$ cat config.mk
export PLATFORM = sky130hd
export DESIGN_NAME = bsearch_engine_flat
export DESIGN_NICKNAME = d
export VERILOG_FILES = /design/src/rtl/bsearch_pkg.sv /design/src/rtl/bsearch_if.sv /design/src/rtl/bsearch_engine.sv /design/src/flat_wrapper.sv
export SDC_FILE = /design/constraint.sdc
export NUM_CORES = 1
export LEC_CHECK = 0
export BUFFER_PORTS_ARGS = -buffer_cell sky130_fd_sc_hd__buf_2
export CORE_MARGIN = 3
export CORE_UTILIZATION = 40
export CTS_CLUSTER_SIZE = 20
export DETAILED_ROUTE_END_ITERATION = 12
export GPL_ROUTABILITY_DRIVEN = 0
export HOLD_SLACK_MARGIN = 0.06
export PLACE_DENSITY_LB_ADDON = 0.2
export SETUP_SLACK_MARGIN = 0.15
export SYNTH_ARGS = -nofsm -noshare
export SYNTH_HDL_FRONTEND = slang
export SYNTH_SLANG_ARGS = --single-unit
$ cat constraint.sdc
create_clock -name clk -period 5.2 [get_ports clk]
set_input_delay 0.78 -clock clk [delete_from_list [all_inputs] [get_ports clk]]
set_output_delay 0.78 -clock clk [all_outputs]
set_load 0.03 [all_outputs]
$ cat src/rtl/bsearch_pkg.sv
// rtl/bsearch_pkg.sv - shared types for the binary-search engine
package bsearch_pkg;

  typedef enum logic [1:0] {IDLE, READ, CMP, DONE} bs_state_t;

  typedef enum logic {EXACT = 1'b0, LOWER_BOUND = 1'b1} bs_mode_t;

endpackage

$ cat src/rtl/bsearch_if.sv
// rtl/bsearch_if.sv - request/result and memory read-port bundle for bsearch_engine
interface bsearch_if #(
  parameter int DATA_W = 8,
  parameter int ADDR_W = 5,
  parameter int PW     = $clog2(ADDR_W + 2)
);
  logic              start;
  logic              mode;
  logic [DATA_W-1:0] target;
  logic [ADDR_W-1:0] mem_addr;
  logic              mem_rd;
  logic [DATA_W-1:0] mem_rdata;
  logic              busy;
  logic              done;
  logic              found;
  logic [ADDR_W-1:0] addr;
  logic [PW-1:0]     probes;

  // engine side
  modport slave (
    input  start, mode, target, mem_rdata,
    output mem_addr, mem_rd, busy, done, found, addr, probes
  );

  // board / memory side
  modport master (
    output start, mode, target, mem_rdata,
    input  mem_addr, mem_rd, busy, done, found, addr, probes
  );
endinterface

$ cat src/rtl/bsearch_engine.sv
// rtl/bsearch_engine.sv - binary search (exact / lower bound) over a sorted synchronous-read memory
module bsearch_engine
  import bsearch_pkg::*;
#(
  parameter int DATA_W = 8,
  parameter int ADDR_W = 5,
  parameter int RD_LAT = 1
) (
  input  logic    clk,
  input  logic    reset,
  bsearch_if.slave bus
);

  localparam int DEPTH = 2 ** ADDR_W;
  localparam int PW    = $clog2(ADDR_W + 2);
  localparam int LW    = ADDR_W + 1;
  localparam int CW    = (RD_LAT > 1) ? $clog2(RD_LAT) : 1;

  localparam logic [1:0] S_IDLE = 2'd0;
  localparam logic [1:0] S_READ = 2'd1;
  localparam logic [1:0] S_CMP  = 2'd2;
  localparam logic [1:0] S_DONE = 2'd3;

  logic [1:0]        state_q;
  logic              arm_q;
  bs_mode_t          mode_q;
  logic [DATA_W-1:0] target_q;
  logic [LW-1:0]     lo_q, hi_q;
  logic [CW-1:0]     wait_q;
  logic              busy_q, done_q, found_q;
  logic [ADDR_W-1:0] addr_q;
  logic [PW-1:0]     probes_q;

  logic [LW-1:0]     mid;
  logic [LW-1:0]     lo_d, hi_d;
  logic              fin_d, found_d;
  logic [ADDR_W-1:0] addr_d;

  // lo/hi are one bit wider than an address so hi=DEPTH and lo=mid+1 never wrap;
  // the sum gets one more bit before halving
  assign mid = LW'(((LW + 1)'(lo_q) + (LW + 1)'(hi_q)) >> 1);

  assign bus.mem_addr = mid[ADDR_W-1:0];
  assign bus.mem_rd   = (state_q == S_READ) && (wait_q == CW'(0));
  assign bus.busy     = busy_q;
  assign bus.done     = done_q;
  assign bus.found    = found_q;
  assign bus.addr     = addr_q;
  assign bus.probes   = probes_q;

  // narrow the search interval from one probe result and decide whether it is finished
  always_comb begin
    lo_d    = lo_q;
    hi_d    = hi_q;
    fin_d   = 1'b0;
    found_d = 1'b0;
    addr_d  = '0;
    if (mode_q == EXACT) begin
      if (bus.mem_rdata == target_q) begin
        fin_d   = 1'b1;
        found_d = 1'b1;
        addr_d  = mid[ADDR_W-1:0];
      end else if (bus.mem_rdata < target_q) begin
        lo_d = mid + LW'(1);
      end else if (mid == '0) begin
        fin_d = 1'b1;
      end else begin
        hi_d = mid - LW'(1);
      end
      if (!fin_d && (lo_d > hi_d)) fin_d = 1'b1;
    end else begin
      if (bus.mem_rdata < target_q) lo_d = mid + LW'(1);
      else                          hi_d = mid;
      if (lo_d == hi_d) begin
        fin_d   = 1'b1;
        found_d = (lo_d < LW'(DEPTH));
        addr_d  = found_d ? lo_d[ADDR_W-1:0] : '0;
      end
    end
  end

  // control FSM, request latching and result registers
  always_ff @(posedge clk or negedge reset) begin
    if (!reset) begin
      state_q  <= S_IDLE;
      arm_q    <= 1'b0;
      mode_q   <= EXACT;
      target_q <= '0;
      lo_q     <= '0;
      hi_q     <= '0;
      wait_q   <= '0;
      busy_q   <= 1'b0;
      done_q   <= 1'b0;
      found_q  <= 1'b0;
      addr_q   <= '0;
      probes_q <= '0;
    end else begin
      // armed only after start has been seen low, so a held-high start never relaunches
      arm_q <= ~bus.start;
      case (state_q)
        S_IDLE: begin
          if (bus.start && arm_q) begin
            mode_q   <= bs_mode_t'(bus.mode);
            target_q <= bus.target;
            lo_q     <= '0;
            hi_q     <= bus.mode ? LW'(DEPTH) : LW'(DEPTH - 1);
            wait_q   <= '0;
            probes_q <= '0;
            found_q  <= 1'b0;
            addr_q   <= '0;
            busy_q   <= 1'b1;
            state_q  <= S_READ;
          end
        end
        S_READ: begin
          if (wait_q == CW'(RD_LAT - 1)) begin
            wait_q  <= '0;
            state_q <= S_CMP;
          end else begin
            wait_q <= wait_q + CW'(1);
          end
        end
        S_CMP: begin
          if (probes_q != '1) probes_q <= probes_q + PW'(1);
          lo_q <= lo_d;
          hi_q <= hi_d;
          if (fin_d) begin
            found_q <= found_d;
            addr_q  <= addr_d;
            busy_q  <= 1'b0;
            done_q  <= 1'b1;
            state_q <= S_DONE;
          end else begin
            state_q <= S_READ;
          end
        end
        default: begin
          if (!bus.start) begin
            done_q  <= 1'b0;
            state_q <= S_IDLE;
          end
        end
      endcase
    end
  end

endmodule

$ cat src/flat_wrapper.sv
// flat-port wrapper written by rule: the top's interface ports become plain ports
module bsearch_engine_flat import bsearch_pkg::*;
#(
  parameter int DATA_W = 8,
  parameter int ADDR_W = 5,
  parameter int RD_LAT = 1
)
  (clk, reset, bus_start, bus_mode, bus_target, bus_mem_rdata, bus_mem_addr, bus_mem_rd, bus_busy, bus_done, bus_found, bus_addr, bus_probes);
  bsearch_if #(.DATA_W(DATA_W), .ADDR_W(ADDR_W)) bus_i ();
  input  logic clk;
  input  logic reset;
  input wire logic [$bits(bus_i.start)-1:0] bus_start;
  input wire logic [$bits(bus_i.mode)-1:0] bus_mode;
  input wire logic [$bits(bus_i.target)-1:0] bus_target;
  input wire logic [$bits(bus_i.mem_rdata)-1:0] bus_mem_rdata;
  output wire logic [$bits(bus_i.mem_addr)-1:0] bus_mem_addr;
  output wire logic [$bits(bus_i.mem_rd)-1:0] bus_mem_rd;
  output wire logic [$bits(bus_i.busy)-1:0] bus_busy;
  output wire logic [$bits(bus_i.done)-1:0] bus_done;
  output wire logic [$bits(bus_i.found)-1:0] bus_found;
  output wire logic [$bits(bus_i.addr)-1:0] bus_addr;
  output wire logic [$bits(bus_i.probes)-1:0] bus_probes;
  assign bus_i.start = bus_start;
  assign bus_i.mode = bus_mode;
  assign bus_i.target = bus_target;
  assign bus_i.mem_rdata = bus_mem_rdata;
  assign bus_mem_addr = bus_i.mem_addr;
  assign bus_mem_rd = bus_i.mem_rd;
  assign bus_busy = bus_i.busy;
  assign bus_done = bus_i.done;
  assign bus_found = bus_i.found;
  assign bus_addr = bus_i.addr;
  assign bus_probes = bus_i.probes;
  bsearch_engine #(.DATA_W(DATA_W), .ADDR_W(ADDR_W), .RD_LAT(RD_LAT)) u_core (.clk(clk), .reset(reset), .bus(bus_i));
endmodule
; Yosys cells after proc, flatten, opt, wreduce, memory -nomap -nowiden
; Index checks and enable logic that the tools add are counted.
[op_classes]
add_sub_neg = 5
n_mul = 0
n_div = 0
order_cmp = 3
n_eq_ne = 11
n_shift = 0
n_mux = 53
n_bitwise = 3
reduce_logical = 16
[op_table]
columns = cell, n
row1 = $mux W6, 15
row2 = $mux W5, 6
row3 = $pmux W6 S2, 2
row4 = $mux W1, 17
row5 = $reduce_and A3 Y1, 4
row6 = $pmux W5 S2, 1
row7 = $eq A8 B8 Y1, 1
row8 = $lt A8 B8 Y1, 1
row9 = $mux W2, 4
row10 = $ne A2 B1 Y1 const B, 4
row11 = $pmux W1 S2, 4
row12 = $add A6 B6 Y7, 1
row13 = $add A6 B1 Y6 const B, 1
row14 = $eq A6 B6 Y1, 1
row15 = $gt A6 B6 Y1, 1
row16 = $logic_not A6 Y1, 1
row17 = $lt A6 B6 Y1 const B, 1
row18 = $mux W3, 2
row19 = $pmux W2 S3, 1
row20 = $pmux W3 S2, 1
row21 = $reduce_and A2 Y1, 3
row22 = $sub A6 B1 Y6 const B, 1
row23 = $ne A4 B1 Y1 const B, 1
row24 = $reduce_bool A2 Y1, 2
row25 = other kinds (11), 15
[totals]
register_bits = 36
latchBits = 0
mem_bits_rw = 0
romBits = 0
in_bits = 20
out_inout_bits = 17
wordCells = 103
mem_count = 0

; Longest topological paths before layout
; Gate-level depths: netlist (run 1).
[logic_depth]
depth_word = 12
mapped_depth = 21
mapped_depth_nobuf = 20

; Worst setup path before layout (run 1)
; OpenSTA, ideal clock, no wires.
[synth_timing]
path_type = input-to-reg
startpoint = input bus_mem_rdata[1]
endpoint = register u_core.found_q, in the netlist u_core.bus.found
setup_ns = 0.125
arrival_ns = 4.629
required_ns = 5.075
setup_slack_ns = 0.446
cell_stages = 19
path_buffers = 2
cell_sequence = ha_1 nor2b_1 o211ai_1 a21oi_1 or2_2 clkbuf_1 clkbuf_1 nor2_1 mux2_2 ha_1 nor2b_1 o21a_1 o21a_1 o21ai_0 a21oi_1 nor2_1 a21oi_1 o31ai_4 mux2_4
[synth_between]
elab_chain_len = 10
word_cells_on_any_way = 29
cone_classes = 3 x order compare / 3 x eq/ne / 20 x mux / 3 x reduce/logical
[synth_rtl]
columns = item, line
row1 = from (decl), flat_wrapper.sv:15  ; input wire logic [$bits(bus_i.mem_rdata)-1:0] bus_mem_rdata;
row2 = $lt A8 B8 Y1, "bsearch_engine.sv:63, bsearch_engine.sv:72"
row3 = $mux W6 (tied with other cells), "bsearch_engine.sv:63, bsearch_engine.sv:72"
row4 = $mux W6 / $mux W1 (equally long branches), bsearch_engine.sv:59  ; if (bus.mem_rdata == target_q) begin
row5 = $mux W6 / $mux W1 (equally long branches), bsearch_engine.sv:58  ; if (mode_q == EXACT) begin
row6 = $gt A6 B6 Y1 / $logic_not A1 Y1 (equally long branches), bsearch_engine.sv:70  ; if (!fin_d && (lo_d > hi_d)) fin_d = 1'b1;
row7 = $logic_and A1 B1 Y1, bsearch_engine.sv:70
row8 = $mux W1, bsearch_engine.sv:70
row9 = $mux W1, bsearch_engine.sv:58
row10 = $ne A2 B1 Y1 (no line), n/a
row11 = $reduce_and A3 Y1 (no line), n/a
row12 = to (signal assigned), bsearch_engine.sv:128  ; found_q <= found_d;
row13 = to (decl), bsearch_engine.sv:30  ; logic busy_q, done_q, found_q;
; Parallel ways exist; a longest one is shown, timed or not. The select of a mux whose other input is x is not followed.
; A chain may end at the register's enable or synchronous reset.

; Final worst setup path (run 1)
[layout_timing]
startpoint = register u_core.hi_q[1]
endpoint = register u_core.addr_q[0], in the netlist u_core.bus.addr[0]
[layout_between]
elab_chain_len = 12
word_cells_on_any_way = 34
cone_classes = 3 x add/sub / 2 x order compare / 2 x eq/ne / 23 x mux / 4 x reduce/logical
[layout_rtl]
columns = item, line
row1 = from (decl), bsearch_engine.sv:28  ; logic [LW-1:0] lo_q, hi_q;
row2 = from (signal assigned), bsearch_engine.sv:106  ; hi_q <= bus.mode ? LW'(DEPTH) : LW'(DEPTH - 1);
row3 = from (signal assigned), bsearch_engine.sv:126  ; hi_q <= hi_d;
row4 = $add A6 B6 Y7, bsearch_engine.sv:41  ; assign mid = LW'(((LW + 1)'(lo_q) + (LW + 1)'(hi_q)) >> 1);
row5 = $sub A6 B1 Y6 / $logic_not A6 Y1 (equally long branches), "bsearch_engine.sv:68, bsearch_engine.sv:65"
row6 = $mux W6 / $mux W1 (equally long branches), bsearch_engine.sv:65  ; end else if (mid == '0) begin
row7 = $mux W6 / $mux W1 (equally long branches), bsearch_engine.sv:63  ; end else if (bus.mem_rdata < target_q) begin
row8 = $mux W6 / $mux W1 (equally long branches), bsearch_engine.sv:59
row9 = $mux W6 / $mux W1 (equally long branches), bsearch_engine.sv:58
row10 = $gt A6 B6 Y1 / $logic_not A1 Y1 (equally long branches), bsearch_engine.sv:70
row11 = $logic_and A1 B1 Y1, bsearch_engine.sv:70
row12 = $mux W1, bsearch_engine.sv:70
row13 = $mux W1, bsearch_engine.sv:58
row14 = $ne A2 B1 Y1 (no line), n/a
row15 = $reduce_and A3 Y1 (no line), n/a
row16 = to (signal assigned), bsearch_engine.sv:129  ; addr_q <= addr_d;
row17 = to (decl), bsearch_engine.sv:31  ; logic [ADDR_W-1:0] addr_q;
; Parallel ways exist; a longest one is shown, timed or not. The select of a mux whose other input is x is not followed.

==> qor.json, run 1 <==
{
  "run_status": {
    "outcome": "complete, no violations"
  },
  "sta": {
    "layout_worst_path_cycle_share": 0.909,
    "finalCriticalPeriod_ns": 4.73,
    "final.setup_skew_ns": 0.00226,
    "final_max_slew_viol_count": 0,
    "setup-tns-final_ns": 0,
    "hold-worst-slack_ns": 0.496,
    "timing.slew.headroom": 0.456,
    "maxClockFrequency_ghz": 0.211,
    "finalHoldViolCount": 0,
    "rsz0062_at_grt": "no",
    "timing_worst_slew_pin_value_ns": 0.816,
    "setup_violations": 0
  },
  "critical_path": {
    "slowest_delay_ns": 0.52,
    "worst-path-max-fanout": 7,
    "worst_setup_path_end_kind": "flip-flop",
    "crit_path_cell_trace": "fa_1, a211oi_1, o21ba_2, or2_1, clkinv_4, nor3_2, a311oi_4, mux2i_1, ha_1, nor2b_1, o21a_1, o21a_1, o21ai_0, a21oi_1, nor2_1, a21oi_1, o31ai_4, buf_4, mux2i_1",
    "startpoint": "u_core.hi_q[1]",
    "reg2regPathDepth": 19,
    "critPathSlowestCell": "fa_1",
    "cp.required_ns": 5.41,
    "worst-setup-path-type": "reg -> reg",
    "reg2reg_setup_slack_ns": 0.47,
    "critical_path.n_buffers_inverters": 2,
    "cp.arrival_ns": 4.94,
    "cp-start-kind": "flip-flop",
    "r2r-start": "u_core.hi_q[1]",
    "cpLargestDelayFamily": "compound AO/OA/AOI/OAI gates",
    "critical_path_depth": 19
  },
  "global_route": {
    "first_global_vias": 2920,
    "overflow_left_after_global_routing": 0,
    "track_usage": 0.199,
    "grt_pass1_wl_mm": 14.2,
    "antenna_found_initial": 0,
    "largest_net_degree_at_the_start_of_global_routing": 36
  },
  "place": {
    "place.detailed.hpwl_mm": 6.30,
    "postPlaceCellArea_um2": 3570,
    "port_buffers": 36,
    "placed_cells": 515
  },
  "route": {
    "detail_route.iter0.violations": 246,
    "routed_wirelength_mm": 8.48,
    "post-route-drc-count": 0,
    "detailed_route_via_count": 2973,
    "number_of_iterations_in_the_first_detailed_routing_pass": 5,
    "ant_nets": 0,
    "avgViaCountPerCell": 5.67,
    "routed_wire_length_per_instance_um": 16.2
  },
  "synthesis": {
    "yosys_warnings": 0,
    "mapped_cell_area_um2": 3200,
    "synth-async-reset-ratio": 1.00,
    "synth.ff_latch_count": 35,
    "synth_common_cells": "nand2_1 (43), dfrtp_1 (35), nor2_1 (33)",
    "syn_nets": 426,
    "synth_area_leaders": "dfrtp_1 (27%), ha_1 (11%), nand2_1 (5.0%), o21ai_0 (4.7%), nor2_1 (3.9%)",
    "post-synth-top-count-cell": "nand2_1",
    "mapped_cells": 376,
    "synth_top_cell_area_share": 0.273,
    "yosys.area.top_type": "dfrtp_1",
    "synth.distinct_cells": 69,
    "yosys_most_used_dff": "dfrtp_1",
    "syn_area_per_cell_um2": 8.52,
    "synth_edf_count": 0,
    "ys_seq_area_frac": 0.273
  },
  "clocking": {
    "post_cts_hold_buffer_count": 0,
    "cts_inserted_buffers": 5,
    "tritoncts": "done",
    "cts_max_level": 2,
    "clock_insertion_delay_worst_skew_ns": 0.29,
    "clkSlewWorstSetupHoldPaths_ns": 0.07,
    "cts.path.max_buffers": 2,
    "cts.sink_count": 35,
    "cts-root-buf": "clkbuf_8"
  },
  "floorplanning": {
    "initial_utilization": 0.413,
    "pin_count": 37,
    "total_number_of_placement_rows": 32,
    "dieArea_um2": 9120,
    "chipHeight_um": 95.5,
    "fp.coreArea_um2": 7770,
    "die_width_um": 95.5
  },
  "cells_and_area": {
    "areaGrowthSynthToFinish_pct": 14.1,
    "design_area_final_um2": 3650,
    "finalNetCount": 471,
    "post_route_cells_drive_above_1_share": 0.211,
    "ant_cells": 0,
    "final_cells": 524
  },
  "hold_path": {
    "min_path_cells": 1,
    "worstHoldStart": "u_core.bus.addr[3]",
    "worstHoldPathType": "reg -> reg"
  },
  "run": {
    "max_cap_viol_count": 0
  }
}
==> metrics by stage <==
step | utilization | worst slack (ns)
floorplan | - | 0.446
global placement | 0.459 | 0.506
detailed placement | 0.459 | 0.380
finish | 0.471 | 0.471
global route | 0.471 | 0.163
CTS | 0.470 | 0.393
==> cell families after synthesis <==
group | count (synthesis) | synth area share
AND/OR/NAND/NOR | 119 | 0.186
adder cells (fa/ha/maj) | 30 | 0.119
XOR/XNOR | 16 | 0.0508
AO/OA/AOI/OAI | 112 | 0.240
buffers and inverters | 41 | 0.0527
flip-flops | 35 | 0.273
multiplexers | 23 | 0.0773
==> cell usage in the layout, fill, tap and decap left out, types with 10 or more instances in the layout <==
cell type	netlist	final
buf_4	0	17
ha_1	29	29
mux2i_1	12	12
dfrtp_1	35	35
inv_1	24	24
nand2_1	43	43
buf_2	2	36
mux2_2	10	10
o21ai_0	30	30
nor2_1	33	33
a21oi_1	22	22
==> registers in the layout (all words and copies together), names as in the netlist <==
| name | flops |
|---|---|
| u_core.mode_q | 1 |
| u_core.hi_q | 6 |
| u_core.state_q | 2 |
| u_core.bus.busy | 1 |
| u_core.bus.done | 1 |
| u_core.arm_q | 1 |
| u_core.bus.addr | 5 |
| u_core.bus.probes | 3 |
| u_core.target_q | 8 |
| u_core.bus.found | 1 |
| u_core.lo_q | 6 |
==> metal layers <==
layer,global-route usage,part of all wire,vias to the layer above
met1,0.281,0.47,1413
li1,-,-,1456
met5,0,0,-
met2,0.314,0.46,86
met3,0.0292,0.048,18
met4,0.0616,0.019,0
==> cell type report <==
cell class | count | area, um2
clock inverter | 1 | 5.00
inverter | 26 | 103
multi-input combinational | 300 | 2160
timing repair buffer | 53 | 308
fill | 797 | 4110
tap | 102 | 128
clock buffer | 7 | 76.3
sequential | 35 | 876
==> final timing paths <==
| check | to |
|---|---|
| max in group asynchronous | u_core.hi_q[1] |
| min | u_core.bus.addr[3] |
| min reg2reg | u_core.bus.addr[3] |
| min in group asynchronous | u_core.bus.addr[4] |
| max reg2reg | u_core.bus.addr[0] |
| max | u_core.bus.addr[0] |
==> repair_timing <==
item,4_1_cts,5_1_grt
gates resized for setup,0,0
endpoints found under the setup margin,0,1
setup buffers,0,1
Power of run 1 is left out: the tool's default activity adds up to more than one toggle a clock period on the data nets, which glitch-free logic cannot reach.
==> run 2: changes to the inputs <==
Settings changed: CELL_PAD_IN_SITES_DETAIL_PLACEMENT from default to 0, CELL_PAD_IN_SITES_GLOBAL_PLACEMENT from default to 1.
==> run 2 against run 1 <==
Sequential share of layout area down 0.20 points. Fmax rose by 0.65%. Via count shrank 0.50%. Utilization grew 0.39 points. Routed wire length rose by 4.8%. Cell area is 0.82% higher.
==> qor.json, run 2 (synthesis results as in run 1) <==
{
  "critical_path": {
    "cp-start-kind": "flip-flop",
    "cp.arrival_ns": 4.87,
    "worst_setup_path_end_kind": "flip-flop",
    "cp.required_ns": 5.38,
    "worst-path-max-fanout": 7,
    "worst-setup-path-type": "reg -> reg"
  },
  "run": {
    "max_cap_viol_count": 0
  },
  "route": {
    "routed_wire_length_per_instance_um": 16.9,
    "number_of_iterations_in_the_first_detailed_routing_pass": 4,
    "routed_wirelength_mm": 8.88,
    "ant_nets": 0,
    "detailed_route_via_count": 2958,
    "avgViaCountPerCell": 5.63,
    "post-route-drc-count": 0,
    "detail_route.iter0.violations": 268
  },
  "cells_and_area": {
    "top_regs": "u_core.target_q: 8 flops, u_core.hi_q: 6 flops, u_core.lo_q: 6 flops",
    "areaGrowthSynthToFinish_pct": 15.0,
    "design_area_final_um2": 3680,
    "layout_common_cells": "nand2_1 (43), buf_2 (36), dfrtp_1 (35)",
    "largest_register_ffs": 8,
    "finalNetCount": 472,
    "max_flop_register": "u_core.target_q",
    "final_common_cell": "nand2_1",
    "ant_cells": 0,
    "post_route_cells_drive_above_1_share": 0.217
  },
  "clocking": {
    "cts.path.max_buffers": 2,
    "post_cts_hold_buffer_count": 0,
    "post_cts.resized_instances": 0,
    "cts.sink_count": 35,
    "cts-root-buf": "clkbuf_8",
    "cts_max_level": 2,
    "clkSlewWorstSetupHoldPaths_ns": 0.07,
    "clock_insertion_delay_worst_skew_ns": 0.29,
    "cts_inserted_buffers": 5,
    "cts_setup_buffers": 0,
    "tritoncts": "done"
  },
  "hold_path": {
    "worstHoldPathType": "reg -> reg"
  },
  "sta": {
    "layout_worst_path_cycle_share": 0.904,
    "timing_worst_slew_pin_value_ns": 0.828,
    "setup-tns-final_ns": 0,
    "timing.slew.headroom": 0.444,
    "maxClockFrequency_ghz": 0.213,
    "setup_violations": 0,
    "final_max_slew_viol_count": 0,
    "finalHoldViolCount": 0,
    "rsz0062_at_grt": "no",
    "finalCriticalPeriod_ns": 4.70,
    "final.setup_skew_ns": 0.00569
  },
  "floorplanning": {
    "pin_count": 37,
    "dieArea_um2": 9120,
    "die_width_um": 95.5,
    "total_number_of_placement_rows": 32,
    "fp.coreArea_um2": 7770,
    "initial_utilization": 0.413,
    "chipHeight_um": 95.5
  },
  "place": {
    "postPlaceCellArea_um2": 3580,
    "place.detailed.hpwl_mm": 6.78,
    "port_buffers": 36
  },
  "global_route": {
    "grt_pass1_wl_mm": 15.0,
    "track_usage": 0.214,
    "overflow_left_after_global_routing": 0,
    "first_global_vias": 2915,
    "antenna_found_initial": 0,
    "largest_net_degree_at_the_start_of_global_routing": 36
  },
  "run_status": {
    "outcome": "complete, no violations"
  }
}
run 2: cell type report:
type	instances	area (um2)
fillers	781	4080
well taps	102	128
flip-flops and latches	35	876
clock inverters	1	7.51
repair buffers	54	315
inverters	26	103
multi-input cells	300	2160
clock buffers	7	96.3
run 2: worst max-delay path, cell delays in order (launching register included):
cell,delay [ns]
dfrtp_1,0.38
and2_1,0.16
fa_1,0.43
a211oi_1,0.34
o21ba_2,0.19
or2_1,0.31
clkinv_4,0.14
nor3_2,0.30
a311oi_4,0.14
mux2i_1,0.24
ha_1,0.29
nor2b_1,0.14
o21a_1,0.16
o21a_1,0.16
o21ai_0,0.14
a21oi_1,0.09
nor2_1,0.09
a21oi_1,0.15
o31ai_4,0.41
mux2_4,0.34
run 2: worst paths after layout:
check	cells after the start	slack (ns)	endpoint	start
setup / recovery	19	0.50	u_core.bus.found	u_core.hi_q[0]
hold / removal	1	0.50	u_core.bus.addr[3]	u_core.bus.addr[3]
setup reg to reg	19	0.50	u_core.bus.found	u_core.hi_q[0]
hold reg to reg	1	0.50	u_core.bus.addr[3]	u_core.bus.addr[3]
max in group asynchronous	1	4.11	u_core.lo_q[1]	reset
min in group asynchronous	1	0.57	u_core.bus.addr[4]	reset
run 2: through the flow:
step                      setup WS (ns)  instances  hold WS, ns  utilization
final                             0.502        525        0.500        0.474
after global routing              0.166        525        0.516        0.474
after CTS                         0.513        525        0.505        0.474
after detailed placement          0.491        517        0.488        0.461
after global placement            0.561        517        0.482        0.461
after floorplan                   0.446        376        0.479            -
run 2: per-layer routing:
metal  global-route usage  share of wire  vias to the layer above
li1                     -              -                     1461
met1                0.305           0.48                     1408
met2                0.336           0.46                       77
met3               0.0237          0.049                       12
met4               0.0699          0.020                        0
met5                    0              0                        -
Power of run 2 is left out for the same reason.
==> run 3: changes to the inputs <==
Settings changed: MAX_ROUTING_LAYER from default to met4.
==> run 3 against run 2 <==
Clock-buffer cell count is the same. Cell count did not move. Critical path depth unchanged. Non-clock buffer count unchanged. First-iteration DRC count is 0.75% lower.
==> qor.json, run 3 (synthesis results as in run 1) <==
{
  "critical_path": {
    "cp.required_ns": 5.38,
    "startpoint": "u_core.hi_q[0]",
    "r2r-start": "u_core.hi_q[0]",
    "cp.arrival_ns": 4.87,
    "reg2regPathDepth": 19,
    "cpLargestDelayFamily": "compound AO/OA/AOI/OAI gates",
    "worst-setup-path-type": "reg -> reg",
    "reg2reg_setup_slack_ns": 0.51,
    "crit-reg2reg-capture": "u_core.bus.found",
    "critical_path_depth": 19,
    "worst_setup_endpoint": "u_core.bus.found",
    "worst_setup_path_end_kind": "flip-flop",
    "critPathSlowestCell": "fa_1",
    "worst-path-max-fanout": 7,
    "crit_path_cell_trace": "and2_1, fa_1, a211oi_1, o21ba_2, or2_1, clkinv_4, nor3_2, a311oi_4, mux2i_1, ha_1, nor2b_1, o21a_1, o21a_1, o21ai_0, a21oi_1, nor2_1, a21oi_1, o31ai_4, mux2_4",
    "cp-start-kind": "flip-flop",
    "slowest_delay_ns": 0.43,
    "critical_path.n_buffers_inverters": 1
  },
  "sta": {
    "rsz0062_at_grt": "no",
    "timing_worst_slew_pin_value_ns": 0.821,
    "final.setup_skew_ns": 0.00559,
    "final_max_slew_viol_count": 0,
    "finalCriticalPeriod_ns": 4.69,
    "maxClockFrequency_ghz": 0.213,
    "setup_violations": 0,
    "hold-worst-slack_ns": 0.499,
    "layout_worst_path_cycle_share": 0.902,
    "finalHoldViolCount": 0,
    "setup-tns-final_ns": 0,
    "timing.slew.headroom": 0.453
  },
  "cells_and_area": {
    "max_flop_register": "u_core.target_q",
    "largest_register_ffs": 8,
    "finalNetCount": 472,
    "top_regs": "u_core.target_q: 8 flops, u_core.hi_q: 6 flops, u_core.lo_q: 6 flops",
    "areaGrowthSynthToFinish_pct": 15.0,
    "post_route_cells_drive_above_1_share": 0.217,
    "layout_common_cells": "nand2_1 (43), buf_2 (36), dfrtp_1 (35)",
    "final_common_cell": "nand2_1",
    "ant_cells": 0,
    "final_cells": 525,
    "design_area_final_um2": 3680,
    "num-fill-cells": 781,
    "multiInputGateArea_um2": 2160,
    "layout.area.seq_um2": 876
  },
  "run_status": {
    "outcome": "complete, no violations"
  },
  "clocking": {
    "post_cts.resized_instances": 0,
    "post_cts_hold_buffer_count": 0,
    "cts.sink_count": 35,
    "cts_inserted_buffers": 5,
    "clkSlewWorstSetupHoldPaths_ns": 0.07,
    "cts_setup_buffers": 0,
    "cts_max_level": 2,
    "clock_insertion_delay_worst_skew_ns": 0.29,
    "cts-root-buf": "clkbuf_8",
    "cts.path.max_buffers": 2,
    "tritoncts": "done"
  },
  "hold_path": {
    "worstHoldPathType": "reg -> reg"
  },
  "route": {
    "ant_nets": 0,
    "detailed_route_via_count": 2951,
    "detail_route.iter0.violations": 266,
    "routed_wirelength_mm": 8.93,
    "avgViaCountPerCell": 5.62,
    "routed_wire_length_per_instance_um": 17.0,
    "post-route-drc-count": 0,
    "number_of_iterations_in_the_first_detailed_routing_pass": 4
  },
  "run": {
    "max_cap_viol_count": 0
  },
  "floorplanning": {
    "chipHeight_um": 95.5,
    "total_number_of_placement_rows": 32,
    "dieArea_um2": 9120,
    "initial_utilization": 0.413,
    "fp.coreArea_um2": 7770,
    "die_width_um": 95.5,
    "pin_count": 37
  },
  "global_route": {
    "overflow_left_after_global_routing": 0,
    "grt_pass1_wl_mm": 15.0,
    "first_global_vias": 2915,
    "track_usage": 0.220,
    "largest_net_degree_at_the_start_of_global_routing": 36,
    "antenna_found_initial": 0
  },
  "place": {
    "port_buffers": 36,
    "placed_cells": 517,
    "place.detailed.hpwl_mm": 6.78,
    "postPlaceCellArea_um2": 3580
  }
}
run 3: cell counts in the layout (fill, tap and decap cells not counted):
Identical to the previous run, type by type.
run 3: area by class of cell:
type	instances	share of cell area
multi-input combinational	300	0.586
sequential	35	0.238
timing repair buffer	54	0.0856
inverter	26	0.0278
tap	102	0.0346
clock buffer	7	0.0261
clock inverter	1	0.00204
run 3: how the worst min path moves through the flow:
stage                  startpoint            endpoint  depth (start not counted)
6_report       u_core.bus.addr[3]  u_core.bus.addr[3]                          1
3_3_place_gp   u_core.bus.addr[3]  u_core.bus.addr[3]                          1
2_1_floorplan               reset        u_core.arm_q                          0
5_1_grt        u_core.target_q[4]  u_core.target_q[4]                          1
3_5_place_dp   u_core.bus.addr[3]  u_core.bus.addr[3]                          1
4_1_cts        u_core.bus.addr[3]  u_core.bus.addr[3]                          1
run 3: through the flow:
step           setup WS, ns  utilization
6_report              0.512        0.474
3_5_place_dp          0.491        0.461
2_1_floorplan         0.446            -
4_1_cts               0.513        0.474
5_1_grt               0.166        0.474
3_3_place_gp          0.561        0.461
run 3: layer usage:
layer	GRT usage	up-vias	share of wire
met5	-	-	0
met4	0.0699	0	0.020
li1	-	1457	-
met3	0.0221	12	0.043
met2	0.338	65	0.46
met1	0.305	1417	0.48
Power of run 3 is left out for the same reason.
